### src/rtl/hazard_stall_unit_pkg.sv
// Shared pipeline definitions for the hazard/stall control slice:
// controller state encoding, default register-ID width and the stage NOP.
package hazard_stall_unit_pkg;

  // Default register-ID width used by the ID/EX comparators.
  localparam int REG_W_DEF = 4;

  // Width of the load-use bubble down-counter; covers LOAD_LATENCY 1..7.
  localparam int LU_CNT_W = 3;

  // Instruction word the stage registers load when they are flushed or bubbled.
  localparam logic [31:0] NOP_INSTR = 32'h0000_0013;

  // Stall controller states.
  typedef enum logic [1:0] {
    RUN      = 2'd0,
    LU_STALL = 2'd1,
    MEM_WAIT = 2'd2
  } hz_state_e;

endpackage

### src/rtl/hazard_stall_unit_sat_counter.sv
// Width-parameterised saturating up-counter; holds at all-ones instead of wrapping.
module sat_counter #(
  parameter int W = 16
) (
  input  logic         clk,
  input  logic         rst_n,
  input  logic         i_inc,
  output logic [W-1:0] o_count
);

  logic [W-1:0] r_count;

  // Count enabled cycles, sticking at the maximum value.
  always_ff @(posedge clk or negedge rst_n) begin
    if (!rst_n) begin
      r_count <= '0;
    end else if (i_inc && (r_count != '1)) begin
      r_count <= r_count + 1'b1;
    end
  end

  assign o_count = r_count;

endmodule

### src/rtl/hazard_stall_unit.sv
// Hazard/stall control beside the ID stage: load-use bubbles, taken-branch
// flushes and whole-pipe freeze while data memory is busy. Also produces the
// registered after_bubble flag for the forwarding unit and a stall counter.
module hazard_stall_unit
  import hazard_stall_unit_pkg::*;
#(
  parameter int REG_W        = REG_W_DEF,
  parameter int LOAD_LATENCY = 1,
  parameter int CNT_W        = 16
) (
  input  logic             clk,
  input  logic             rst_n,
  input  logic [REG_W-1:0] id_src_reg,
  input  logic [REG_W-1:0] id_dst_reg,
  input  logic             id_uses_src,
  input  logic             id_uses_dst,
  input  logic             ex_valid,
  input  logic             ex_mem_read,
  input  logic [REG_W-1:0] ex_dst_reg,
  input  logic             ex_branch_taken,
  input  logic             mem_req,
  input  logic             mem_ready,
  output logic             pc_write_en,
  output logic             ifid_write_en,
  output logic             ifid_flush,
  output logic             idex_bubble,
  output logic             pipe_hold,
  output logic             after_bubble,
  output logic [CNT_W-1:0] stall_cycles
);

  hz_state_e           r_state;
  hz_state_e           r_ret_state;
  logic [LU_CNT_W-1:0] r_lu_cnt;
  logic                r_after_bubble;

  logic                w_lu_hz;
  logic                w_mem_stall;

  // Load in EX writing a register the ID instruction reads; ID 0 is ordinary.
  assign w_lu_hz = ex_valid & ex_mem_read &
                   ((id_uses_src & (id_src_reg == ex_dst_reg)) |
                    (id_uses_dst & (id_dst_reg == ex_dst_reg)));

  // Memory access issued but not completing this cycle.
  assign w_mem_stall = mem_req & ~mem_ready;

  // Mealy pipeline controls; priority is memory wait > branch flush > load-use.
  always_comb begin
    // NOTE: every output gets a default before the case so no path leaves one
    // unassigned, which would otherwise infer a latch.
    pc_write_en   = 1'b1;
    ifid_write_en = 1'b1;
    ifid_flush    = 1'b0;
    idex_bubble   = 1'b0;
    pipe_hold     = 1'b0;
    case (r_state)
      RUN: begin
        if (w_mem_stall) begin
          pipe_hold     = 1'b1;
          pc_write_en   = 1'b0;
          ifid_write_en = 1'b0;
        end else if (ex_branch_taken) begin
          // The ID instruction is squashed, so a coincident hazard is moot.
          ifid_flush  = 1'b1;
          idex_bubble = 1'b1;
        end else if (w_lu_hz) begin
          pc_write_en   = 1'b0;
          ifid_write_en = 1'b0;
          idex_bubble   = 1'b1;
        end
      end
      LU_STALL: begin
        // EX holds a bubble here, so branch resolution cannot occur.
        if (w_mem_stall) begin
          pipe_hold     = 1'b1;
          pc_write_en   = 1'b0;
          ifid_write_en = 1'b0;
        end else begin
          pc_write_en   = 1'b0;
          ifid_write_en = 1'b0;
          idex_bubble   = 1'b1;
        end
      end
      MEM_WAIT: begin
        // Held through the completing cycle as well.
        pipe_hold     = 1'b1;
        pc_write_en   = 1'b0;
        ifid_write_en = 1'b0;
      end
      default: ;
    endcase
  end

  // Controller state, remaining bubble count and the state to resume after a memory wait.
  always_ff @(posedge clk or negedge rst_n) begin
    if (!rst_n) begin
      r_state     <= RUN;
      r_ret_state <= RUN;
      r_lu_cnt    <= '0;
    end else begin
      // NOTE: state registers use non-blocking assignments so every flop
      // samples pre-edge values regardless of statement order.
      case (r_state)
        RUN: begin
          if (w_mem_stall) begin
            r_ret_state <= RUN;
            r_state     <= MEM_WAIT;
          end else if (!ex_branch_taken && w_lu_hz && (LOAD_LATENCY > 1)) begin
            r_lu_cnt <= LU_CNT_W'(LOAD_LATENCY - 1);
            r_state  <= LU_STALL;
          end
        end
        LU_STALL: begin
          if (w_mem_stall) begin
            r_ret_state <= LU_STALL;
            r_state     <= MEM_WAIT;
          end else begin
            r_lu_cnt <= r_lu_cnt - 1'b1;
            if (r_lu_cnt == LU_CNT_W'(1)) begin
              r_state <= RUN;
            end
          end
        end
        MEM_WAIT: begin
          if (mem_ready) begin
            r_state <= r_ret_state;
          end
        end
        default: r_state <= RUN;
      endcase
    end
  end

  // Flag that ID/EX now holds a bubble inserted last cycle (not a frozen one).
  always_ff @(posedge clk or negedge rst_n) begin
    if (!rst_n) begin
      r_after_bubble <= 1'b0;
    end else begin
      r_after_bubble <= idex_bubble & ~pipe_hold;
    end
  end

  assign after_bubble = r_after_bubble;

  sat_counter #(
    .W (CNT_W)
  ) u_stall_cnt (
    .clk     (clk),
    .rst_n   (rst_n),
    .i_inc   (~pc_write_en),
    .o_count (stall_cycles)
  );

endmodule

### config.mk
export PLATFORM = sky130hd
export DESIGN_NAME = hazard_stall_unit
export DESIGN_NICKNAME = d
export VERILOG_FILES = /design/src/rtl/hazard_stall_unit_pkg.sv /design/src/rtl/hazard_stall_unit_sat_counter.sv /design/src/rtl/hazard_stall_unit.sv
export SDC_FILE = /design/constraint.sdc
export NUM_CORES = 1
export LEC_CHECK = 0
export CAP_MARGIN = 20
export CELL_PAD_IN_SITES_DETAIL_PLACEMENT = 1
export CELL_PAD_IN_SITES_GLOBAL_PLACEMENT = 2
export CORE_MARGIN = 4
export CORE_UTILIZATION = 30
export DETAILED_ROUTE_END_ITERATION = 8
export GPL_TIMING_DRIVEN = 1
export PLACE_DENSITY = 0.89
export SLEW_MARGIN = 20
export SYNTH_ARGS = -nofsm -noshare
export SYNTH_HDL_FRONTEND = slang
export SYNTH_SLANG_ARGS = --single-unit
### constraint.sdc
create_clock -name clk -period 3.9 [get_ports clk]
set_input_delay 0.78 -clock clk [delete_from_list [all_inputs] [get_ports clk]]
set_output_delay 0.78 -clock clk [all_outputs]
set_load 0.02 [all_outputs]
Word level (Yosys, flattened, before mapping)
Index checks and enable logic that the tools add are counted.
W data, S select, Z words.

cells by class
  add/subtract/negate cells = 2
  eq/ne operators = 10
  multiplexer cells = 22
  bitwise operators = 11
  reduce and logical (&&, ||, !) cells = 8

operators with widths
  cell                     number
  $add A16 B1 Y16 const B  1
  $ne A16 B16 Y1 const B   1
  $mux W2                  6
  $mux W1                  11
  $eq A4 B4 Y1             2
  $and A1 B1 Y1            6
  $ne A2 B2 Y1 const B     3
  $pmux W1 S2              3
  $pmux W2 S3              1
  $reduce_and A3 Y1        2
  $not A1 Y1               4
  $pmux W2 S2              1
  $reduce_or A2 Y1         2
  $eq A3 B1 Y1 const B     1
  $ne A3 B3 Y1 const B     1
  $sub A3 B1 Y3 const B    1
  $eq A2 B1 Y1 const B     1
  $eq A2 B2 Y1 const B     1
  $logic_not A2 Y1         1
  $reduce_and A2 Y1        1
  $reduce_bool A2 Y1       1
  $logic_and A1 B1 Y1      1
  $or A1 B1 Y1             1

word-level totals
  bits in registers = 24
  input port bits = 21
  output and inout bits = 22
  logic and storage cells = 58

Logic depth before layout (Yosys ltp)
  depth in word-level cells = 10
  mapped depth = 7
  mapped depth without buffers = 7

Hierarchy
A second synthesis with hierarchy kept.

second synthesis, totals
  cell total of the unflattened synthesis = 136
  area, all modules = 1467.7 µm²

modules (own cells, without submodules)
  module             times used  cells each  area each (µm²)  seq. area each (µm²)
  sat_counter        1           72          859.6            400.4
  hazard_stall_unit  1           64          608.1            175.2

Least setup slack after synthesis
Ideal clock, no wire load.

  path type = in2out
  start = input id_dst_reg[1]
  end = output pc_write_en
  arrival time = 1.935 ns
  required time = 3.120 ns
  setup slack = 1.185 ns
  stages = 6
  buffers on the path = 2
  cell sequence = xor2_1 > nor2_1 > a221o_2 > buf_6 > nand2_1 > buf_4

on the way
  word-level cells in the longest chain between the ends = 8

RTL lines
  what                   RTL line                 text
  start, declared        hazard_stall_unit.sv:14  input logic [REG_W-1:0] id_dst_reg,
  $eq A4 B4 Y1           hazard_stall_unit.sv:43  (id_uses_dst & (id_dst_reg == ex_dst_reg)));
  $and A1 B1 Y1          hazard_stall_unit.sv:43
  $or A1 B1 Y1           hazard_stall_unit.sv:42  ((id_uses_src & (id_src_reg == ex_dst_reg)) |
  $and A1 B1 Y1          hazard_stall_unit.sv:41  assign w_lu_hz = ex_valid & ex_mem_read &
  $mux W1 (3 in series)  -
  $pmux W1 S2            -
  end, declared          hazard_stall_unit.sv:23  output logic pc_write_en,

Every way passes these cells.

Final worst setup path
  start = input ex_dst_reg[0]
  end = output pc_write_en

on the way
  word-level cells in the longest chain between the ends = 8
  elaborated cells between the ends (all ways) = 10
  classes of those cells = 2 x eq/ne; 4 x mux; 4 x bitwise

RTL lines
  what                                     RTL line                                          text
  start, declared                          hazard_stall_unit.sv:19                           input logic [REG_W-1:0] ex_dst_reg,
  $eq A4 B4 Y1, on equally long branches   hazard_stall_unit.sv:42, hazard_stall_unit.sv:43
  $and A1 B1 Y1, on equally long branches  hazard_stall_unit.sv:42, hazard_stall_unit.sv:43
  $or A1 B1 Y1 *                           hazard_stall_unit.sv:42
  $and A1 B1 Y1 *                          hazard_stall_unit.sv:41
  $mux W1 *                                hazard_stall_unit.sv:67                           end else if (w_lu_hz) begin
  $mux W1 *                                hazard_stall_unit.sv:63                           end else if (ex_branch_taken) begin
  $mux W1 *                                hazard_stall_unit.sv:59                           if (w_mem_stall) begin
  $pmux W1 S2 *                            hazard_stall_unit.sv:57                           case (r_state)

Mark *: on every way between the ends. The rest lies on a longest branch, timed or not.

==> impl_metrics.yaml <==
placement:
  place_area_sq_um: 1873
  io_buffers: 42
  gp_congestion: 0.7337
  dp_hpwl_mm: 3.000
synth:
  async_reset_ff_frac: 1.000
  post-synth-top-area-cell: "dfrtp_1"
  synth_flop_cell: "dfrtp_1"
  netlist_instances: 135
  netlist_top_cells_count: "dfrtp_1 (23), xnor2_1 (15), nand3_1 (14)"
  ys_seq_area_frac: 0.4114
  synth.area.top_cells: "dfrtp_1 (41%), xnor2_1 (9.4%), ha_1 (6.3%)"
  synth-seq-cells: 23
  netlist_area_sq_um: 1399
  yosysMostFrequentCell: "dfrtp_1"
  yosys_warnings: 0
  yosysUniqueCellTypes: 35
  syn_nets: 163
  synth_top_area_share: 0.4114
  avgSynthCellArea_sq_um: 10.36
  synth-edff-count: 0
sta:
  clock-skew-final_ns: 0.004675
  setup_violations: 0
  min_period_ns: 3.482
  tns_ns: 0
  relSlewSlack: 0.6433
  slew_violations: 0
  fmax_ghz: 0.2872
  worstMarginPinSlew_ns: 0.5351
  rsz0062_at_grt: "no"
  hold_viol_final: 0
  period_share: 0.8927
critical_path:
  crit_type: "in2out"
  slowest_delay_ns: 0.61
  crit_top_cell: "clkdlybuf4s50_1"
  rr_worst_depth: 7
  critPathLaunchType: "input pin"
  crit_path_end_kind: "primary output"
  crit_chain: "clkdlybuf4s50_1 > xor2_1 > nor3_1 > a221o_2 > nand2_1 > clkdlybuf4s50_1"
  slowest_stage: "clkdlybuf4s50_1"
  critical_path_required_ns: 3.12
  crit_path_max_fanout: 3
  crit_arrival_ns: 2.70
floorplan:
  die_x_um: 76.29
  rows: 24
  dieArea_sq_um: 5819
  core_sq_um: 4444
  initial_core_util: 0.3148
  io_pins: 43
  die_y_um: 76.29
clock_network:
  cts_setup_buffers: 0
  numCtsBuffers: 3
  cts_tree: "yes"
  cts_resized: 0
  ctsHtreeMaxLevel: 1
  cts-root-buf: "clkbuf_8"
  postCtsHoldBufs: 0
  clock_latency_ns: 0.27
  cts_buffer_depth: 2
  clkSinkCount: 23
  clkSlewWorstSetupHoldPaths_ns: 0.09
finish:
  utilization: 0.4305
  diodes: 0
  nets: 209
  design_area_sq_um: 1913
  drive_gt1_frac: 0.1000
  syn_to_final_growth_pct: 36.76
  fillerInstances: 508
routing:
  wire_per_inst_um: 15.82
  firstDrtPassIters: 2
  ant_nets: 0
  wl_mm: 3.670
  vias: 1173
  drt_iter0_markers: 58
  routed_via_density: 5.056
  drc_errors: 0
global_route:
  first_global_vias: 1354
  grt_max_degree: 24
  track_usage: 0.1355
  antenna_found_initial: 0
  overflow: 0
  grt_pass1_wl_mm: 6.403
power_and_ir_drop:
  peakVddDrop_uv: 188.0
  p_leak_nw: 0.8111
  power_density_nw_per_um2: 582.1
flow_run:
  cap_violations: 0
min_path:
  min_path_type: "in2async"
status:
  status: "finished clean"
flip-flops by register name (all words and copies together) (netlist names):
name and count:
r_ret_state 1, after_bubble 1, r_lu_cnt 3, r_state 2, u_stall_cnt.o_count 16
stage by stage:
stage,instances,hold slack [ns],total power (W),setup WS [ns]
floorplan,135,0.4460,0.0007460,1.185
global placement,228,0.4610,0.0009455,0.4706
detailed placement,228,0.4944,0.0009769,0.4101
CTS,232,0.5102,0.001137,0.4099
global route,232,0.5245,0.001204,0.3011
finish,232,0.4795,0.001114,0.4183
worst max-delay path: cells and delay by family:
| family | cells | cell delay, ns |
|---|---|---|
| xor+xnor | 1 | 0.18 |
| buf+inv | 2 | 1.14 |
| compound gates | 1 | 0.40 |
| simple gates | 2 | 0.20 |
power by group:
| group | internal, W | switching, W | total, W | leakage [nW] |
|---|---|---|---|---|
| logic | 0.000276 | 0.000314 | 0.000590 | 0.502 |
| clock network | 0.0000731 | 0.0000805 | 0.000154 | 0.0228 |
| registers | 0.000302 | 0.0000679 | 0.000370 | 0.287 |
layer usage:
metal | wire (um) | GRT usage | vias to the layer above
li1 | - | - | 558
met1 | 1501 | 0.1474 | 568
met2 | 1897 | 0.2566 | 41
met3 | 221 | 0.03428 | 6
met4 | 50 | 0.03804 | 0
met5 | 0 | 0 | -
logic make-up (layout without fill, tap and decap cells):
group	count (synthesis)	after routing	synth area share
xor+xnor	23	23	0.1440
compound gates	12	12	0.08139
buf+inv	10	55	0.03489
flops	23	23	0.4114
fa+ha+maj	7	7	0.06261
mux	4	4	0.03309
simple gates	56	56	0.2326
path summary, 6_finish.rpt:
check | start | slack [ns] | endpoint
hold reg to reg | r_lu_cnt[2]$_DFFE_PN0P_ | 0.50 | r_lu_cnt[2]$_DFFE_PN0P_
setup / recovery | ex_dst_reg[0] | 0.42 | pc_write_en
min in group clk | r_lu_cnt[2]$_DFFE_PN0P_ | 0.50 | r_lu_cnt[2]$_DFFE_PN0P_
max in group asynchronous | rst_n | 3.06 | r_ret_state[0]$_DFFE_PN0P_
setup reg to reg | r_state[1]$_DFFE_PN0P_ | 1.83 | u_stall_cnt.o_count[1]$_DFFE_PN0P_
hold / removal | rst_n | 0.48 | u_stall_cnt.o_count[10]$_DFFE_PN0P_
area by class of cell:
| class | count | area, sq um | share of cell area |
|---|---|---|---|
| Timing Repair Buffer | 43 | 422.9 | 0.2211 |
| Tap cell | 52 | 65.06 | 0.03401 |
| Inverter | 8 | 30.03 | 0.01570 |
| Sequential cell | 23 | 575.6 | 0.3009 |
| Multi-Input combinational cell | 102 | 774.5 | 0.4048 |
| Clock buffer | 4 | 45.04 | 0.02354 |
cells in the final DEF, fill, tap and decap left out, types with 2 or more instances in the layout:
master           instances
nor3_1                   2
ha_1                     7
xor2_1                   8
inv_1                    8
and4_4                   2
clkdlybuf4s50_1         41
o21ai_0                  2
nor2_1                   7
dfrtp_1                 23
nor2b_1                  3
nand2_1                 12
and3_1                   4
nand4_1                  5
mux2i_1                  2
clkbuf_8                 3
xnor2_1                 15
nand3_1                 14
o31ai_1                  2
(Power assumes the default switching activity.)
